$ cat src/rtl/exe_pkg.sv
`default_nettype none
// +----------------------------------------------------------------------+
// | exe_pkg : shared opcodes, flag indices and helpers for execute_iter  |
// | Rev 1.0                                                              |
// +----------------------------------------------------------------------+
package exe_pkg;

  typedef enum logic [3:0] {
    OP_ADD  = 4'd0,
    OP_ADC  = 4'd1,
    OP_SUB  = 4'd2,
    OP_SBB  = 4'd3,
    OP_CMP  = 4'd4,
    OP_AND  = 4'd5,
    OP_OR   = 4'd6,
    OP_XOR  = 4'd7,
    OP_TEST = 4'd8,
    OP_NOT  = 4'd9,
    OP_MUL  = 4'd10,
    OP_IMUL = 4'd11,
    OP_DIV  = 4'd12,
    OP_IDIV = 4'd13
  } exe_op_t;

  typedef enum logic [1:0] {
    S_IDLE = 2'd0,
    S_BUSY = 2'd1,
    S_DONE = 2'd2
  } exe_state_t;

  // Bit positions inside the {CF,PF,ZF,SF,OF} status vector
  localparam int STATUS_CF = 4;
  localparam int STATUS_PF = 3;
  localparam int STATUS_ZF = 2;
  localparam int STATUS_SF = 1;
  localparam int STATUS_OF = 0;

  localparam logic [1:0] OPSIZE_8  = 2'd0;
  localparam logic [1:0] OPSIZE_16 = 2'd1;
  localparam logic [1:0] OPSIZE_32 = 2'd2;

  function automatic logic is_iterative(exe_op_t op);
    return (op == OP_MUL) || (op == OP_IMUL) || (op == OP_DIV) || (op == OP_IDIV);
  endfunction

  function automatic logic [5:0] eff_width(logic [1:0] opsize, int unsigned width);
    logic [5:0] ew;
    case (opsize)
      OPSIZE_8:  ew = 6'd8;
      OPSIZE_16: ew = 6'd16;
      OPSIZE_32: ew = 6'd32;
      default:   ew = 6'd32;
    endcase
    if (width < 32'(ew)) ew = 6'(width);
    return ew;
  endfunction

  function automatic logic [4:0] pack_flags(logic cf, logic pf, logic zf, logic sf, logic of);
    logic [4:0] f;
    f            = '0;
    f[STATUS_CF] = cf;
    f[STATUS_PF] = pf;
    f[STATUS_ZF] = zf;
    f[STATUS_SF] = sf;
    f[STATUS_OF] = of;
    return f;
  endfunction

endpackage
`default_nettype wire

$ cat src/rtl/execute_iter_if.sv
`default_nettype none
// +----------------------------------------------------------------------+
// | execute_iter_if : command/result handshake bundle for execute_iter   |
// | Rev 1.0                                                              |
// +----------------------------------------------------------------------+
interface execute_iter_if
  import exe_pkg::*;
#(
  parameter int WIDTH = 32
);
  logic             in_valid;
  logic             in_ready;
  exe_op_t          op;
  logic [1:0]       opsize;
  logic [WIDTH-1:0] opnd0;
  logic [WIDTH-1:0] opnd1;
  logic [WIDTH-1:0] opnd_hi;
  logic [4:0]       status_in;
  logic             out_valid;
  logic             out_ready;
  logic [WIDTH-1:0] result_lo;
  logic [WIDTH-1:0] result_hi;
  logic [4:0]       status_out;
  logic             wr_en;
  logic             div_err;

  modport master (
    output in_valid, op, opsize, opnd0, opnd1, opnd_hi, status_in, out_ready,
    input  in_ready, out_valid, result_lo, result_hi, status_out, wr_en, div_err
  );

  modport slave (
    input  in_valid, op, opsize, opnd0, opnd1, opnd_hi, status_in, out_ready,
    output in_ready, out_valid, result_lo, result_hi, status_out, wr_en, div_err
  );
endinterface
`default_nettype wire

$ cat src/rtl/exe_iter_core.sv
`default_nettype none
// +----------------------------------------------------------------------+
// | exe_iter_core : shared shift-add multiply / restoring divide datapath|
// | Rev 1.0                                                              |
// +----------------------------------------------------------------------+
module exe_iter_core #(
  parameter int WIDTH = 32
) (
  input  wire logic             clk,
  input  wire logic             rst,
  input  wire logic             i_start,
  input  wire logic             i_step,
  input  wire logic             i_div,
  input  wire logic [5:0]       i_ew,
  input  wire logic [WIDTH-1:0] i_d,
  input  wire logic [WIDTH-1:0] i_lo,
  input  wire logic [WIDTH-1:0] i_hi,
  output logic                  o_last,
  output logic [WIDTH-1:0]      o_lo_nxt,
  output logic [WIDTH-1:0]      o_hi_nxt
);
  localparam logic [WIDTH-1:0] c_one = WIDTH'(1);

  logic [WIDTH-1:0] r_d, r_lo, r_hi, r_msb;
  logic [5:0]       r_cnt;
  logic             r_div;

  logic [WIDTH-1:0] w_mask;
  logic [WIDTH:0]   w_sum, w_shl;
  logic [WIDTH-1:0] w_mul_lo, w_mul_hi, w_div_lo, w_div_hi, w_dif;
  logic             w_ge;

  assign w_mask = (r_msb << 1) - c_one;

  // Multiply: product bits enter at bit ew-1 so the low half stays aligned at any width
  assign w_sum    = {1'b0, r_hi} + (r_lo[0] ? {1'b0, r_d} : '0);
  assign w_mul_hi = w_sum[WIDTH:1];
  assign w_mul_lo = (r_lo >> 1) | (w_sum[0] ? r_msb : '0);

  assign w_shl    = {r_hi, |(r_lo & r_msb)};
  assign w_ge     = (w_shl >= {1'b0, r_d});
  assign w_dif    = WIDTH'(w_shl - {1'b0, r_d});
  assign w_div_hi = w_ge ? w_dif : w_shl[WIDTH-1:0];
  assign w_div_lo = ((r_lo << 1) & w_mask) | {{(WIDTH-1){1'b0}}, w_ge};

  assign o_lo_nxt = r_div ? w_div_lo : w_mul_lo;
  assign o_hi_nxt = r_div ? w_div_hi : w_mul_hi;
  assign o_last   = (r_cnt == 6'd1);

  always_ff @(posedge clk or posedge rst) begin
    if (rst) begin
      r_d   <= '0;
      r_lo  <= '0;
      r_hi  <= '0;
      r_msb <= '0;
      r_cnt <= '0;
      r_div <= 1'b0;
    end else if (i_start) begin
      r_d   <= i_d;
      r_lo  <= i_lo;
      r_hi  <= i_hi;
      r_msb <= c_one << (i_ew - 6'd1);
      r_cnt <= i_ew;
      r_div <= i_div;
    end else if (i_step) begin
      r_lo  <= o_lo_nxt;
      r_hi  <= o_hi_nxt;
      r_cnt <= r_cnt - 6'd1;
    end
  end

endmodule
`default_nettype wire

$ cat src/rtl/execute_iter.sv
`default_nettype none
// +----------------------------------------------------------------------+
// | execute_iter : multi-cycle ALU/MUL/DIV execute stage with x86 flags  |
// | Rev 1.0                                                              |
// +----------------------------------------------------------------------+
module execute_iter
  import exe_pkg::*;
#(
  parameter int WIDTH = 32
) (
  input wire logic clk,
  input wire logic rst,
  execute_iter_if.slave exe
);
  localparam logic [WIDTH-1:0] c_one = WIDTH'(1);

  exe_state_t r_state, w_state_nxt;

  logic             w_accept, w_iter, w_signed, w_is_div, w_dvz, w_start, w_last;
  logic [5:0]       w_ew;
  logic [WIDTH-1:0] w_mask, w_msb, w_a, w_b, w_h;
  logic [WIDTH:0]   w_cbit, w_add, w_sub;
  logic             w_sa, w_sb, w_sh, w_carry_in;

  assign w_accept   = exe.in_valid && (r_state == S_IDLE);
  assign w_ew       = eff_width(exe.opsize, WIDTH);
  assign w_mask     = {WIDTH{1'b1}} >> (6'(WIDTH) - w_ew);
  assign w_msb      = c_one << (w_ew - 6'd1);
  assign w_cbit     = {w_msb, 1'b0};
  assign w_a        = exe.opnd0 & w_mask;
  assign w_b        = exe.opnd1 & w_mask;
  assign w_h        = exe.opnd_hi & w_mask;
  assign w_sa       = |(w_a & w_msb);
  assign w_sb       = |(w_b & w_msb);
  assign w_sh       = |(w_h & w_msb);
  assign w_iter     = is_iterative(exe.op);
  assign w_signed   = (exe.op == OP_IMUL) || (exe.op == OP_IDIV);
  assign w_is_div   = (exe.op == OP_DIV) || (exe.op == OP_IDIV);
  assign w_dvz      = w_is_div && (w_b == '0);
  assign w_start    = w_accept && w_iter && !w_dvz;
  assign w_carry_in = exe.status_in[STATUS_CF] && ((exe.op == OP_ADC) || (exe.op == OP_SBB));

  // Carry/borrow out of bit ew-1 lands on bit ew of these widened results
  assign w_add = {1'b0, w_a} + {1'b0, w_b} + (WIDTH+1)'(w_carry_in);
  assign w_sub = {1'b0, w_a} - {1'b0, w_b} - (WIDTH+1)'(w_carry_in);

  logic [WIDTH-1:0] w_alu_res;
  logic             w_alu_cf, w_alu_of;
  logic [4:0]       w_alu_st;

  always_comb begin
    w_alu_res = '0;
    w_alu_cf  = 1'b0;
    w_alu_of  = 1'b0;
    case (exe.op)
      OP_ADD, OP_ADC: begin
        w_alu_res = w_add[WIDTH-1:0] & w_mask;
        w_alu_cf  = |(w_add & w_cbit);
        w_alu_of  = (w_sa == w_sb) && ((|(w_alu_res & w_msb)) != w_sa);
      end
      OP_SUB, OP_SBB, OP_CMP: begin
        w_alu_res = w_sub[WIDTH-1:0] & w_mask;
        w_alu_cf  = |(w_sub & w_cbit);
        w_alu_of  = (w_sa != w_sb) && ((|(w_alu_res & w_msb)) != w_sa);
      end
      OP_AND, OP_TEST: w_alu_res = w_a & w_b;
      OP_OR:           w_alu_res = w_a | w_b;
      OP_XOR:          w_alu_res = w_a ^ w_b;
      OP_NOT:          w_alu_res = ~w_a & w_mask;
      default:         ;
    endcase
    w_alu_st = (exe.op == OP_NOT) ? exe.status_in :
               pack_flags(w_alu_cf, ~^w_alu_res[7:0], (w_alu_res == '0),
                          |(w_alu_res & w_msb), w_alu_of);
  end

  // Signed operations iterate on magnitudes; the signs are kept for the last step
  logic [WIDTH-1:0] w_a_mag, w_b_mag, w_lo_mag, w_hi_mag;
  logic [WIDTH-1:0] w_core_d, w_core_lo, w_core_hi, w_nxt_lo, w_nxt_hi;

  assign w_a_mag   = (w_signed && w_sa) ? ((-w_a) & w_mask) : w_a;
  assign w_b_mag   = (w_signed && w_sb) ? ((-w_b) & w_mask) : w_b;
  assign w_lo_mag  = (w_signed && w_sh) ? ((-w_a) & w_mask) : w_a;
  assign w_hi_mag  = (w_signed && w_sh) ? ((~w_h + WIDTH'(w_a == '0)) & w_mask) : w_h;
  assign w_core_d  = w_is_div ? w_b_mag  : w_a_mag;
  assign w_core_lo = w_is_div ? w_lo_mag : w_b_mag;
  assign w_core_hi = w_is_div ? w_hi_mag : '0;

  exe_iter_core #(
    .WIDTH (WIDTH)
  ) u_core (
    .clk      (clk),
    .rst      (rst),
    .i_start  (w_start),
    .i_step   (r_state == S_BUSY),
    .i_div    (w_is_div),
    .i_ew     (w_ew),
    .i_d      (w_core_d),
    .i_lo     (w_core_lo),
    .i_hi     (w_core_hi),
    .o_last   (w_last),
    .o_lo_nxt (w_nxt_lo),
    .o_hi_nxt (w_nxt_hi)
  );

  exe_op_t          r_op;
  logic [WIDTH-1:0] r_mask, r_msb;
  logic             r_neg_q, r_neg_r, r_ovf;
  logic [4:0]       r_stat_in;

  always_ff @(posedge clk or posedge rst) begin
    if (rst) begin
      r_op      <= OP_ADD;
      r_mask    <= '0;
      r_msb     <= '0;
      r_neg_q   <= 1'b0;
      r_neg_r   <= 1'b0;
      r_ovf     <= 1'b0;
      r_stat_in <= '0;
    end else if (w_accept) begin
      r_op      <= exe.op;
      r_mask    <= w_mask;
      r_msb     <= w_msb;
      r_neg_q   <= w_signed && (w_is_div ? (w_sh ^ w_sb) : (w_sa ^ w_sb));
      r_neg_r   <= w_signed && w_sh;
      r_ovf     <= (w_hi_mag >= w_b_mag);
      r_stat_in <= exe.status_in;
    end
  end

  logic [WIDTH-1:0] w_c_lo, w_c_hi, w_fin_lo, w_fin_hi, w_hi_ext;
  logic             w_fin_ovf, w_fin_wr, w_fin_de;
  logic [4:0]       w_fin_st;

  assign w_c_lo = w_nxt_lo & r_mask;
  assign w_c_hi = w_nxt_hi & r_mask;

  always_comb begin
    w_fin_lo  = '0;
    w_fin_hi  = '0;
    w_hi_ext  = '0;
    w_fin_ovf = 1'b0;
    w_fin_wr  = 1'b1;
    w_fin_de  = 1'b0;
    w_fin_st  = r_stat_in;
    if ((r_op == OP_MUL) || (r_op == OP_IMUL)) begin
      w_fin_lo  = r_neg_q ? ((-w_c_lo) & r_mask) : w_c_lo;
      w_fin_hi  = r_neg_q ? ((~w_c_hi + WIDTH'(w_c_lo == '0)) & r_mask) : w_c_hi;
      w_hi_ext  = (|(w_fin_lo & r_msb)) ? r_mask : '0;
      w_fin_ovf = (r_op == OP_IMUL) ? (w_fin_hi != w_hi_ext) : (w_fin_hi != '0);
      w_fin_st  = pack_flags(w_fin_ovf, ~^w_fin_lo[7:0], (w_fin_lo == '0),
                             |(w_fin_lo & r_msb), w_fin_ovf);
    end else if (r_ovf || ((r_op == OP_IDIV) &&
                           (r_neg_q ? (w_c_lo > r_msb) : (|(w_c_lo & r_msb))))) begin
      // A negative quotient may reach -2^(ew-1); a positive one must stay below it
      w_fin_wr = 1'b0;
      w_fin_de = 1'b1;
    end else begin
      w_fin_lo = r_neg_q ? ((-w_c_lo) & r_mask) : w_c_lo;
      w_fin_hi = r_neg_r ? ((-w_c_hi) & r_mask) : w_c_hi;
    end
  end

  logic [WIDTH-1:0] r_res_lo, r_res_hi;
  logic [4:0]       r_status;
  logic             r_wr_en, r_div_err;

  always_ff @(posedge clk or posedge rst) begin
    if (rst) begin
      r_res_lo  <= '0;
      r_res_hi  <= '0;
      r_status  <= '0;
      r_wr_en   <= 1'b0;
      r_div_err <= 1'b0;
    end else if (w_accept && w_dvz) begin
      r_res_lo  <= '0;
      r_res_hi  <= '0;
      r_status  <= exe.status_in;
      r_wr_en   <= 1'b0;
      r_div_err <= 1'b1;
    end else if (w_accept && !w_iter) begin
      r_res_lo  <= w_alu_res;
      r_res_hi  <= '0;
      r_status  <= w_alu_st;
      r_wr_en   <= (exe.op != OP_CMP) && (exe.op != OP_TEST);
      r_div_err <= 1'b0;
    end else if ((r_state == S_BUSY) && w_last) begin
      r_res_lo  <= w_fin_lo;
      r_res_hi  <= w_fin_hi;
      r_status  <= w_fin_st;
      r_wr_en   <= w_fin_wr;
      r_div_err <= w_fin_de;
    end
  end

  always_ff @(posedge clk or posedge rst) begin
    if (rst) r_state <= S_IDLE;
    else     r_state <= w_state_nxt;
  end

  always_comb begin
    w_state_nxt = r_state;
    case (r_state)
      S_IDLE:  if (w_accept) w_state_nxt = w_start ? S_BUSY : S_DONE;
      S_BUSY:  if (w_last) w_state_nxt = S_DONE;
      S_DONE:  if (exe.out_ready) w_state_nxt = S_IDLE;
      default: w_state_nxt = S_IDLE;
    endcase
  end

  assign exe.in_ready   = (r_state == S_IDLE);
  assign exe.out_valid  = (r_state == S_DONE);
  assign exe.result_lo  = r_res_lo;
  assign exe.result_hi  = r_res_hi;
  assign exe.status_out = r_status;
  assign exe.wr_en      = r_wr_en;
  assign exe.div_err    = r_div_err;

endmodule
`default_nettype wire

$ cat src/flat_wrapper.sv
// flat-port wrapper written by rule: the top's interface ports become plain ports
module execute_iter_flat import exe_pkg::*;
#(
  parameter int WIDTH = 32
)
  (clk, rst, exe_in_valid, exe_op, exe_opsize, exe_opnd0, exe_opnd1, exe_opnd_hi, exe_status_in, exe_out_ready, exe_in_ready, exe_out_valid, exe_result_lo, exe_result_hi, exe_status_out, exe_wr_en, exe_div_err);
  execute_iter_if #(.WIDTH(WIDTH)) exe_i ();
  input wire logic clk;
  input wire logic rst;
  input wire logic [$bits(exe_i.in_valid)-1:0] exe_in_valid;
  input wire logic [$bits(exe_i.op)-1:0] exe_op;
  input wire logic [$bits(exe_i.opsize)-1:0] exe_opsize;
  input wire logic [$bits(exe_i.opnd0)-1:0] exe_opnd0;
  input wire logic [$bits(exe_i.opnd1)-1:0] exe_opnd1;
  input wire logic [$bits(exe_i.opnd_hi)-1:0] exe_opnd_hi;
  input wire logic [$bits(exe_i.status_in)-1:0] exe_status_in;
  input wire logic [$bits(exe_i.out_ready)-1:0] exe_out_ready;
  output wire logic [$bits(exe_i.in_ready)-1:0] exe_in_ready;
  output wire logic [$bits(exe_i.out_valid)-1:0] exe_out_valid;
  output wire logic [$bits(exe_i.result_lo)-1:0] exe_result_lo;
  output wire logic [$bits(exe_i.result_hi)-1:0] exe_result_hi;
  output wire logic [$bits(exe_i.status_out)-1:0] exe_status_out;
  output wire logic [$bits(exe_i.wr_en)-1:0] exe_wr_en;
  output wire logic [$bits(exe_i.div_err)-1:0] exe_div_err;
  assign exe_i.in_valid = exe_in_valid;
  assign exe_i.op = exe_op;
  assign exe_i.opsize = exe_opsize;
  assign exe_i.opnd0 = exe_opnd0;
  assign exe_i.opnd1 = exe_opnd1;
  assign exe_i.opnd_hi = exe_opnd_hi;
  assign exe_i.status_in = exe_status_in;
  assign exe_i.out_ready = exe_out_ready;
  assign exe_in_ready = exe_i.in_ready;
  assign exe_out_valid = exe_i.out_valid;
  assign exe_result_lo = exe_i.result_lo;
  assign exe_result_hi = exe_i.result_hi;
  assign exe_status_out = exe_i.status_out;
  assign exe_wr_en = exe_i.wr_en;
  assign exe_div_err = exe_i.div_err;
  execute_iter #(.WIDTH(WIDTH)) u_core (.clk(clk), .rst(rst), .exe(exe_i));
endmodule
$ cat config.mk
export PLATFORM = sky130hd
export DESIGN_NAME = execute_iter_flat
export DESIGN_NICKNAME = d
export VERILOG_FILES = /design/src/rtl/exe_pkg.sv /design/src/rtl/execute_iter_if.sv /design/src/rtl/exe_iter_core.sv /design/src/rtl/execute_iter.sv /design/src/flat_wrapper.sv
export SDC_FILE = /design/constraint.sdc
export NUM_CORES = 2
export LEC_CHECK = 0
export ABC_AREA = 1
export CORE_MARGIN = 2
export CORE_UTILIZATION = 40
export DETAILED_ROUTE_END_ITERATION = 10
export SLEW_MARGIN = 10
export SYNTH_ARGS = -nofsm -noshare
export SYNTH_HDL_FRONTEND = slang
export SYNTH_SLANG_ARGS = --single-unit
$ cat constraint.sdc
create_clock -name clk -period 20.1 [get_ports clk]
set_input_delay 4.02 -clock clk [delete_from_list [all_inputs] [get_ports clk]]
set_output_delay 4.02 -clock clk [all_outputs]
set_load 0.01 [all_outputs]
# Word level (Yosys, flattened, before mapping)
# Index checks and enable logic that the tools add are counted.
[totals]
wordCells = 221
romBits = 0
regBits = 284
mem_count = 0
latch_bits = 0
mem_bits_rw = 0
[classes]
div_mod_pow = 0
add_sub_neg = 16
reduce_logical = 54
n_mux = 60
shifts = 2
eq_ne = 30
multipliers = 0
magnitude_cmp = 4
bitwise_logic = 36
[op_table]
columns = ["cell", "count"]
rows = [
  ["$mux W32", 30],
  ["$and A32 B32 Y32", 25],
  ["$reduce_or A32 Y1", 9],
  ["$pmux W32 S6", 1],
  ["$logic_not A32 Y1", 5],
  ["$neg A32 Y32", 4],
  ["$not A32 Y32", 3],
  ["$add A32 B32 Y33", 2],
  ["$and A33 B33 Y33", 2],
  ["$reduce_or A33 Y1", 2],
  ["$add A32 B1 Y32", 2],
  ["$eq A4 B4 Y1 const B", 9],
  ["$add A33 B1 Y33", 1],
  ["$ge A33 B32 Y1", 1],
  ["$sub A32 B32 Y33", 1],
  ["$sub A33 B1 Y33", 1],
  ["$ge A32 B32 Y1", 1],
  ["$gt A32 B32 Y1", 1],
  ["$ne A32 B32 Y1", 1],
  ["$or A31 B32 Y32", 1],
  ["$or A32 B1 Y32", 1],
  ["$or A32 B32 Y32", 1],
  ["$reduce_bool A32 Y1", 1],
  ["$shl A1 B6 Y32 const A", 1],
  ["38 further kinds", 96],
]

# Longest topological paths before layout
[logic_depth]
word_depth = 18
depth_mapped = 47

# Cells and area by module
# A second synthesis with hierarchy kept.
[hier_totals]
hier_cells = 5522
area_unflattened_um2 = 32638.8
[modules_own_cells]
columns = ["module", "cells_each", "area_each_um2", "instances"]
rows = [
  ["execute_iter", 3477, 19905.3, 1],
  ["exe_iter_core", 2045, 12733.5, 1],
]

# Worst setup path before layout
# No wires, ideal clock.
[synth_timing]
kind = "input to register"
startpoint = "input port exe_opsize[1]"
endpoint = "register u_core.r_ovf"
arrival_time_ns = 9.897
n_path_buf = 6
slack_ns = 10.073
path_stages = 43
required_time_ns = 19.970
cell_sequence = "nor2_1 -> inv_1 -> clkbuf_1 -> clkbuf_1 -> clkbuf_1 -> buf_1 -> ha_1 -> clkbuf_1 -> clkbuf_1 -> inv_1 -> nand2_1 -> inv_1 -> nor2_1 -> nand2_1 -> nor2_1 -> nand2_1 -> nor2_1 -> nand2_1 -> (+7 left out) -> inv_1 -> nor2_1 -> inv_1 -> a21oi_1 -> inv_1 -> nor2_1 -> nand2_1 -> and3_1 -> nor3_1 -> ha_1 -> nand2_1 -> nor2_1 -> a211oi_1 -> o21ai_0 -> a221oi_1 -> a21oi_1 -> nor3_1 -> a21oi_1"
[synth_via]
elab_chain_len = 12
[synth_lines]
columns = ["item", "line_no", "source"]
rows = [
  ["from (decl)", "flat_wrapper.sv:12", "input wire logic [$bits(exe_i.opsize)-1:0] exe_opsize;"],
  ["$eq A2 B1 Y1 or $logic_not A2 Y1 (tied branches)", "exe_pkg.sv:48", "case (opsize)"],
  ["$pmux W6 S2 *", "exe_pkg.sv:48", ""],
  ["$lt A6 B6 Y1", "exe_pkg.sv:54", "if (width < 32'(ew)) ew = 6'(width);"],
  ["$mux W6 *", "exe_pkg.sv:54", ""],
  ["$sub A6 B6 Y6", "execute_iter.sv:27", "assign w_mask = {WIDTH{1'b1}} >> (6'(WIDTH) - w_ew);"],
  ["$shr A32 B6 Y32", "execute_iter.sv:27", ""],
  ["$and A32 B32 Y32, on equally long branches", "execute_iter.sv:30, execute_iter.sv:31, execute_iter.sv:32", ""],
  ["$logic_not A32 Y1, or another cell as far along", "execute_iter.sv:84", "assign w_hi_mag = (w_signed && w_sh) ? ((~w_h + WIDTH'(w_a == '0)) & w_mask) : w_h;"],
  ["$add A32 B1 Y32, or another cell as far along", "execute_iter.sv:84", ""],
  ["$and A32 B32 Y32, or another cell as far along", "execute_iter.sv:84", ""],
  ["$mux W32, on equally long branches", "execute_iter.sv:84, execute_iter.sv:82", ""],
  ["$ge A32 B32 Y1 *", "execute_iter.sv:126", "r_ovf <= (w_hi_mag >= w_b_mag);"],
  ["to (signal assigned)", "execute_iter.sv:126", ""],
  ["to (decl)", "execute_iter.sv:108", "logic r_neg_q, r_neg_r, r_ovf;"],
]
# Mark *: on every way between the ends. The rest lies on a longest branch, timed or not.
# A chain may end at the register's enable or synchronous reset.

# Worst setup path after layout
# Same ends and word-level chain as after synthesis.

==> results.tsv <==
stage	metric	value	unit
critical_path	path_class	input port to flip-flop	
logic_synthesis	synthesis.area	29400	um^2
floorplan	dieHeight	275	um
timing	finalCritPeriodShare	56.9	%
drt	drc	0	
logic_synthesis	ys.warnings.count	0	
layout	nFillCells	8022	
grt	grt_use_total	37.6	%
timing	holdWs	0.494	ns
cts	cts_tree	yes	
grt	grt_max_degree	84	
grt	grt_pass1_vias	32500	
critical_path	crit_required	20.47	ns
layout	mostFrequentLayoutCell	nand2_1	
timing	fin_crit	11.43	ns
power	cellLeakagePower	16.1	nW
critical_path	slowest_delay	0.72	ns
logic_synthesis	yosysTopAreaCell	dfrtp_1	
cts	clk_pin_slew	0.09	ns
floorplan	core_area	72800	um^2
logic_synthesis	syn_inst	4987	
layout	layout_common_cells	nand2_1, inv_1, nor2_1	
critical_path	reg2reg_slack	11.62	ns
logic_synthesis	synthArstFlopShare	100	%
cts	cts_buffers	17	
timing	fmax	87.5	MHz
drt	vias_per_cell	5.87	
drt	vias	35400	
logic_synthesis	syn_nets	5354	
grt	grt_overflow	0	
status	outcome	finished, final reports clean	
placed_design	place.gp.congestion	1.07	
cts	ctsHoldBuffers	0	
floorplan	die_area	75600	um^2
logic_synthesis	yosys-top-cells-area	dfrtp_1, nand2_1, ha_1	
cts	cts_setup_buffers	0	
logic_synthesis	synth_edf_count	0	
drt	routed_wl	145000	um
cts	cts_resized	0	
timing	maxSlewHeadroom	7.38	%
cts	insertion_delay	0.51	ns
timing	tightest_slew	1.35	ns
critical_path	critPathLaunchType	input port	
layout	syn_to_final_growth	11.6	%
cts	htree_levels	4	
logic_synthesis	ys_seq_area_share	17.0	%
layout	drive_gt1_share	4.26	%
drt	first_iter_violations	4358	
critical_path	end_kind	flip-flop	
logic_synthesis	syn_avg_cell_area	5.89	um^2
critical_path	cp_max_fo	40	
timing	final-max-slew-violation-count	0	
power	peakVddDrop	115	uV
grt	grt_pass1_wl	211000	um
critical_path	crit_path_frequent_cell	nand2_1	
drt	routedWlPerCell	24.1	um
timing	rsz0062_at_grt	no	
placed_design	dpl.hpwl	119000	um
critical_path	slowest_stage	nor3_1	
critical_path	crit_arrival	11.80	ns
grt	antenna_found_initial	0	
floorplan	initial_utilization	40.3	%
timing	fin_skew	0.0348	ns
cts	clock-sinks	199	
floorplan	die_w	275	um
drt	firstDrtPassIters	9	
worst_hold_path	worstHoldPathType	flip-flop to flip-flop	
drt	ant_nets	0	
floorplan	ios	184	
timing	timing.final.hold_violations	0	
logic_synthesis	yosys.cell_types.count	64	
floorplan	fp-row-count	99	
timing	finalSetupTns	0	ns
power	p_per_area	173	nW/um^2
logic_synthesis	synth_flop_cell	dfrtp_1	
layout	fin_nets	5430	
logic_synthesis	synth-seq-cells	199	
cts	cts-root-buf	clkbuf_16	
placed_design	numPortBuffers	183	
cts	clock_path_buffers	2	
logic_synthesis	yosys.area.top_type_share	17.0	%
timing	setup_viol	0	
job	max_cap_violations	0	
==> registers in the layout, summed over array words and instances, names as in the netlist <==
register,flops
u_core.exe.result_hi,32
u_core.u_core.r_msb,4
u_core.u_core.r_hi,32
u_core.r_op,4
u_core.exe.status_out,5
u_core.exe.div_err,1
u_core.u_core.r_d,32
u_core.u_core.r_lo,32
u_core.u_core.r_cnt,6
u_core.exe.wr_en,1
u_core.r_stat_in,5
u_core.u_core.r_div,1
u_core.r_msb,4
u_core.r_state,2
u_core.r_neg_q,1
u_core.r_neg_r,1
u_core.exe.result_lo,32
u_core.r_ovf,1
u_core.r_mask,3
==> critical path: cells and delay by family <==
kind,cells,cell delay [ns]
fa+ha+maj,3,0.79
compound gates,7,1.00
simple gates,25,4.12
buf+inv,10,1.81
==> metal layers <==
layer  part of all wire (%)  vias to the layer above  track usage [%]
met5                      0                        -                0
met4                    7.3                        0             23.7
met3                    7.2                      302             4.41
met2                     44                     1667             58.7
met1                     42                    16600             49.4
li1                       -                    16900                -
==> worst paths after layout <==
check | depth (start not counted) | end | startpoint
min | 2 | u_core.exe.result_hi[12] | u_core.exe.result_hi[12]
min in group asynchronous | 2 | u_core.exe.status_out[1] | rst
min reg2reg | 2 | u_core.exe.result_hi[12] | u_core.exe.result_hi[12]
max in group asynchronous | 4 | u_core.u_core.r_div | rst
max | 45 | u_core.r_ovf | exe_opsize[1]
max reg2reg | 46 | u_core.exe.status_out[4] | u_core.u_core.r_msb[7]
==> Yosys cell counts (all sizes together) (31+ instances only) <==
master,count
nand2,1214
inv,736
nor2,519
o21ai,452
nand3,387
a21oi,363
ha,249
dfrtp,199
clkbuf,140
nand4,134
nor3,80
o22ai,58
o211ai,47
buf,45
xor2,45
a221oi,31
==> kinds of logic (layout without fill, tap and decap cells) <==
family	count (synthesis)	in the layout	synth area share, %
mux	1	1	0.0383
buf+inv	925	1014	12.1
flops	199	199	17.0
other cells	0	1	0
simple gates	2407	2407	35.6
xor+xnor	64	64	1.91
compound gates	1135	1135	22.3
fa+ha+maj	256	256	11.1
==> layout make-up <==
type / count / area, um^2 / share of cell area (%)
multi-input combinational: 3863 / 20900 / 63.8
sequential: 199 / 4980 / 15.2
inverter: 740 / 2790 / 8.50
timing repair buffer: 242 / 2270 / 6.94
tap: 959 / 1200 / 3.66
clock buffer: 17 / 425 / 1.30
clock inverter: 15 / 209 / 0.638
antenna: 1 / 2.50 / 0.00764
==> through the flow <==
stage | std cells | setup WS [ns] | utilization, % | power [W] | area, um^2
after detailed placement | 6003 | 8.34 | 44.1 | 0.00512 | 32100
after floorplan | 4987 | 10.07 | - | 0.00353 | 29400
after global placement | 6003 | 8.47 | 44.1 | 0.00513 | 32100
after CTS | 6035 | 8.84 | 45.0 | 0.00552 | 32800
final | 6036 | 8.67 | 45.0 | 0.00568 | 32800
after global routing | 6035 | 7.81 | 45.0 | 0.00605 | 32800
==> report_power, final <==
group          switching (W)  internal (W)
clock network       0.000208      0.000174
logic                0.00326       0.00130
registers           0.000177      0.000562
No activity file was read; power rests on OpenSTA's default activity.
==> edit, RTL diff (same flow settings) <==
Make the reset (`rst`) synchronous in 4 clocked blocks.
--- a/src/rtl/exe_iter_core.sv
+++ b/src/rtl/exe_iter_core.sv
@@ -48,5 +48,5 @@
   assign o_last   = (r_cnt == 6'd1);
 
-  always_ff @(posedge clk or posedge rst) begin
+  always_ff @(posedge clk) begin
     if (rst) begin
       r_d   <= '0;
--- a/src/rtl/execute_iter.sv
+++ b/src/rtl/execute_iter.sv
@@ -109,5 +109,5 @@
   logic [4:0]       r_stat_in;
 
-  always_ff @(posedge clk or posedge rst) begin
+  always_ff @(posedge clk) begin
     if (rst) begin
       r_op      <= OP_ADD;
@@ -166,5 +166,5 @@
   logic             r_wr_en, r_div_err;
 
-  always_ff @(posedge clk or posedge rst) begin
+  always_ff @(posedge clk) begin
     if (rst) begin
       r_res_lo  <= '0;
@@ -194,5 +194,5 @@
   end
 
-  always_ff @(posedge clk or posedge rst) begin
+  always_ff @(posedge clk) begin
     if (rst) r_state <= S_IDLE;
     else     r_state <= w_state_nxt;
Function: not settled (the Yosys comparison gave no result); the edit may change what the design does.
==> edit against the unedited design <==
Sequential cell count stayed put; synthesized area decreased by 2.0%; non-clock buffer count down 9; largest cell class unchanged; die area is 1.9% lower; utilization shrank 0.15 points; critical path depth down 1; routed wire length down 4.8%; design area down 2.3%; setup slack lost 420 ps.
Power is not compared: it rests on default switching activity, and its combinational part moved more than twofold at a synthesized area within 25%.
==> edit: results (changes against the unedited design) <==
global_route:
  grt_pass1_wl_mm: 204  # -3.2%
  grt_use_met2_pct: 57.6  # -1.1 points
  grt_max_degree: 79  # -6.0%
  grt_util_met1_pct: 46.2  # -3.2 points
  first_global_vias: 32500  # +0.11%
  use_met3_pct: 4.66  # +0.26 points
  gr-usage-all-layers_pct: 36.4  # -1.2 points
logic_synthesis:
  synth.net_count: 5413  # +1.1%
  synthCells: 5047  # +1.2%
  yosys.area_share.xor_xnor_pct: 2.65  # +0.74 points
  synthTopCellsByCount: "nand2_1, inv_1, nor2_1"
  synth.yosys.seq_area_share_pct: 13.8  # -3.1 points
  synth_compound_area_share_pct: 22.2  # -0.13 points
  muxShareOfSynthArea_pct: 0  # -0.038 points
routing:
  wl_met1_mm: 57.1  # -6.3%
  drt-pass1-iter-count: 8  # -1
  viasPerCell: 5.74  # -2.2%
  post_drt_wl_per_cell_um: 22.8  # -5.4%
  drt_iter0_markers: 4092  # -6.1%
sta:
  fin_worst_skew_ps: 36.0  # +1.26 ps
  slew_headroom_pct: 19.2  # +12 points
  setup_slack_ps: 8250  # -419 ps
placed_design:
  dp.cells: 6036  # +0.55%
  dp_slack_ps: 8080  # -251 ps
  dpl.hpwl_mm: 113  # -5.3%
  placed_area_mm2: 0.0314  # -2.4%
  gp_congestion: 1.02  # -4.5%
cells_and_area:
  layout.cells.non_filler: 6069  # +0.55%
  drive_gt1_share_pct: 5.28  # +1.0 points
  final_nets: 5471  # +0.76%
setup_path:
  critPathMaxStageDelay_ps: 670  # -50 ps
  r2r_start: "u_core.u_core.r_d[8]$_SDFFE_PP0P_"
  cp_max_fo: 46  # +15%
  cp_data_arrival_time_ps: 12240  # +440 ps
outcome:
  outcome: "finished, final reports clean"
## edit: changes by cell type after synthesis, sizes merged, moves of 22 or more
cell,change
inv,+23
nor3,+29
nand4,-55
nand2,+110
nor2,-38
dfrtp,-199
a21oi,-22
a31oi,+45
dfxtp,+199
o21ai,-78
a32o,-22
## edit: final cells by class
class | instances | area, um^2
diodes | 1 | 2.50
clock buffers | 17 | 425
clock inverters | 15 | 199
fillers | 7983 | 39400
inverters | 776 | 2910
multi-input cells | 3878 | 21100
flip-flops and latches | 199 | 3990
well taps | 950 | 1190
repair buffers | 233 | 2200
## edit: final timing paths
check                                          endpoint  slack (ps)  cells after the start
hold / removal    u_core.exe.status_out[0]$_SDFFE_PP0P_         470                      2
setup reg to reg  u_core.exe.status_out[4]$_SDFFE_PP0P_       12520                     44
hold reg to reg   u_core.exe.status_out[0]$_SDFFE_PP0P_         470                      2
setup / recovery              u_core.r_ovf$_SDFFE_PP0P_        8250                     44
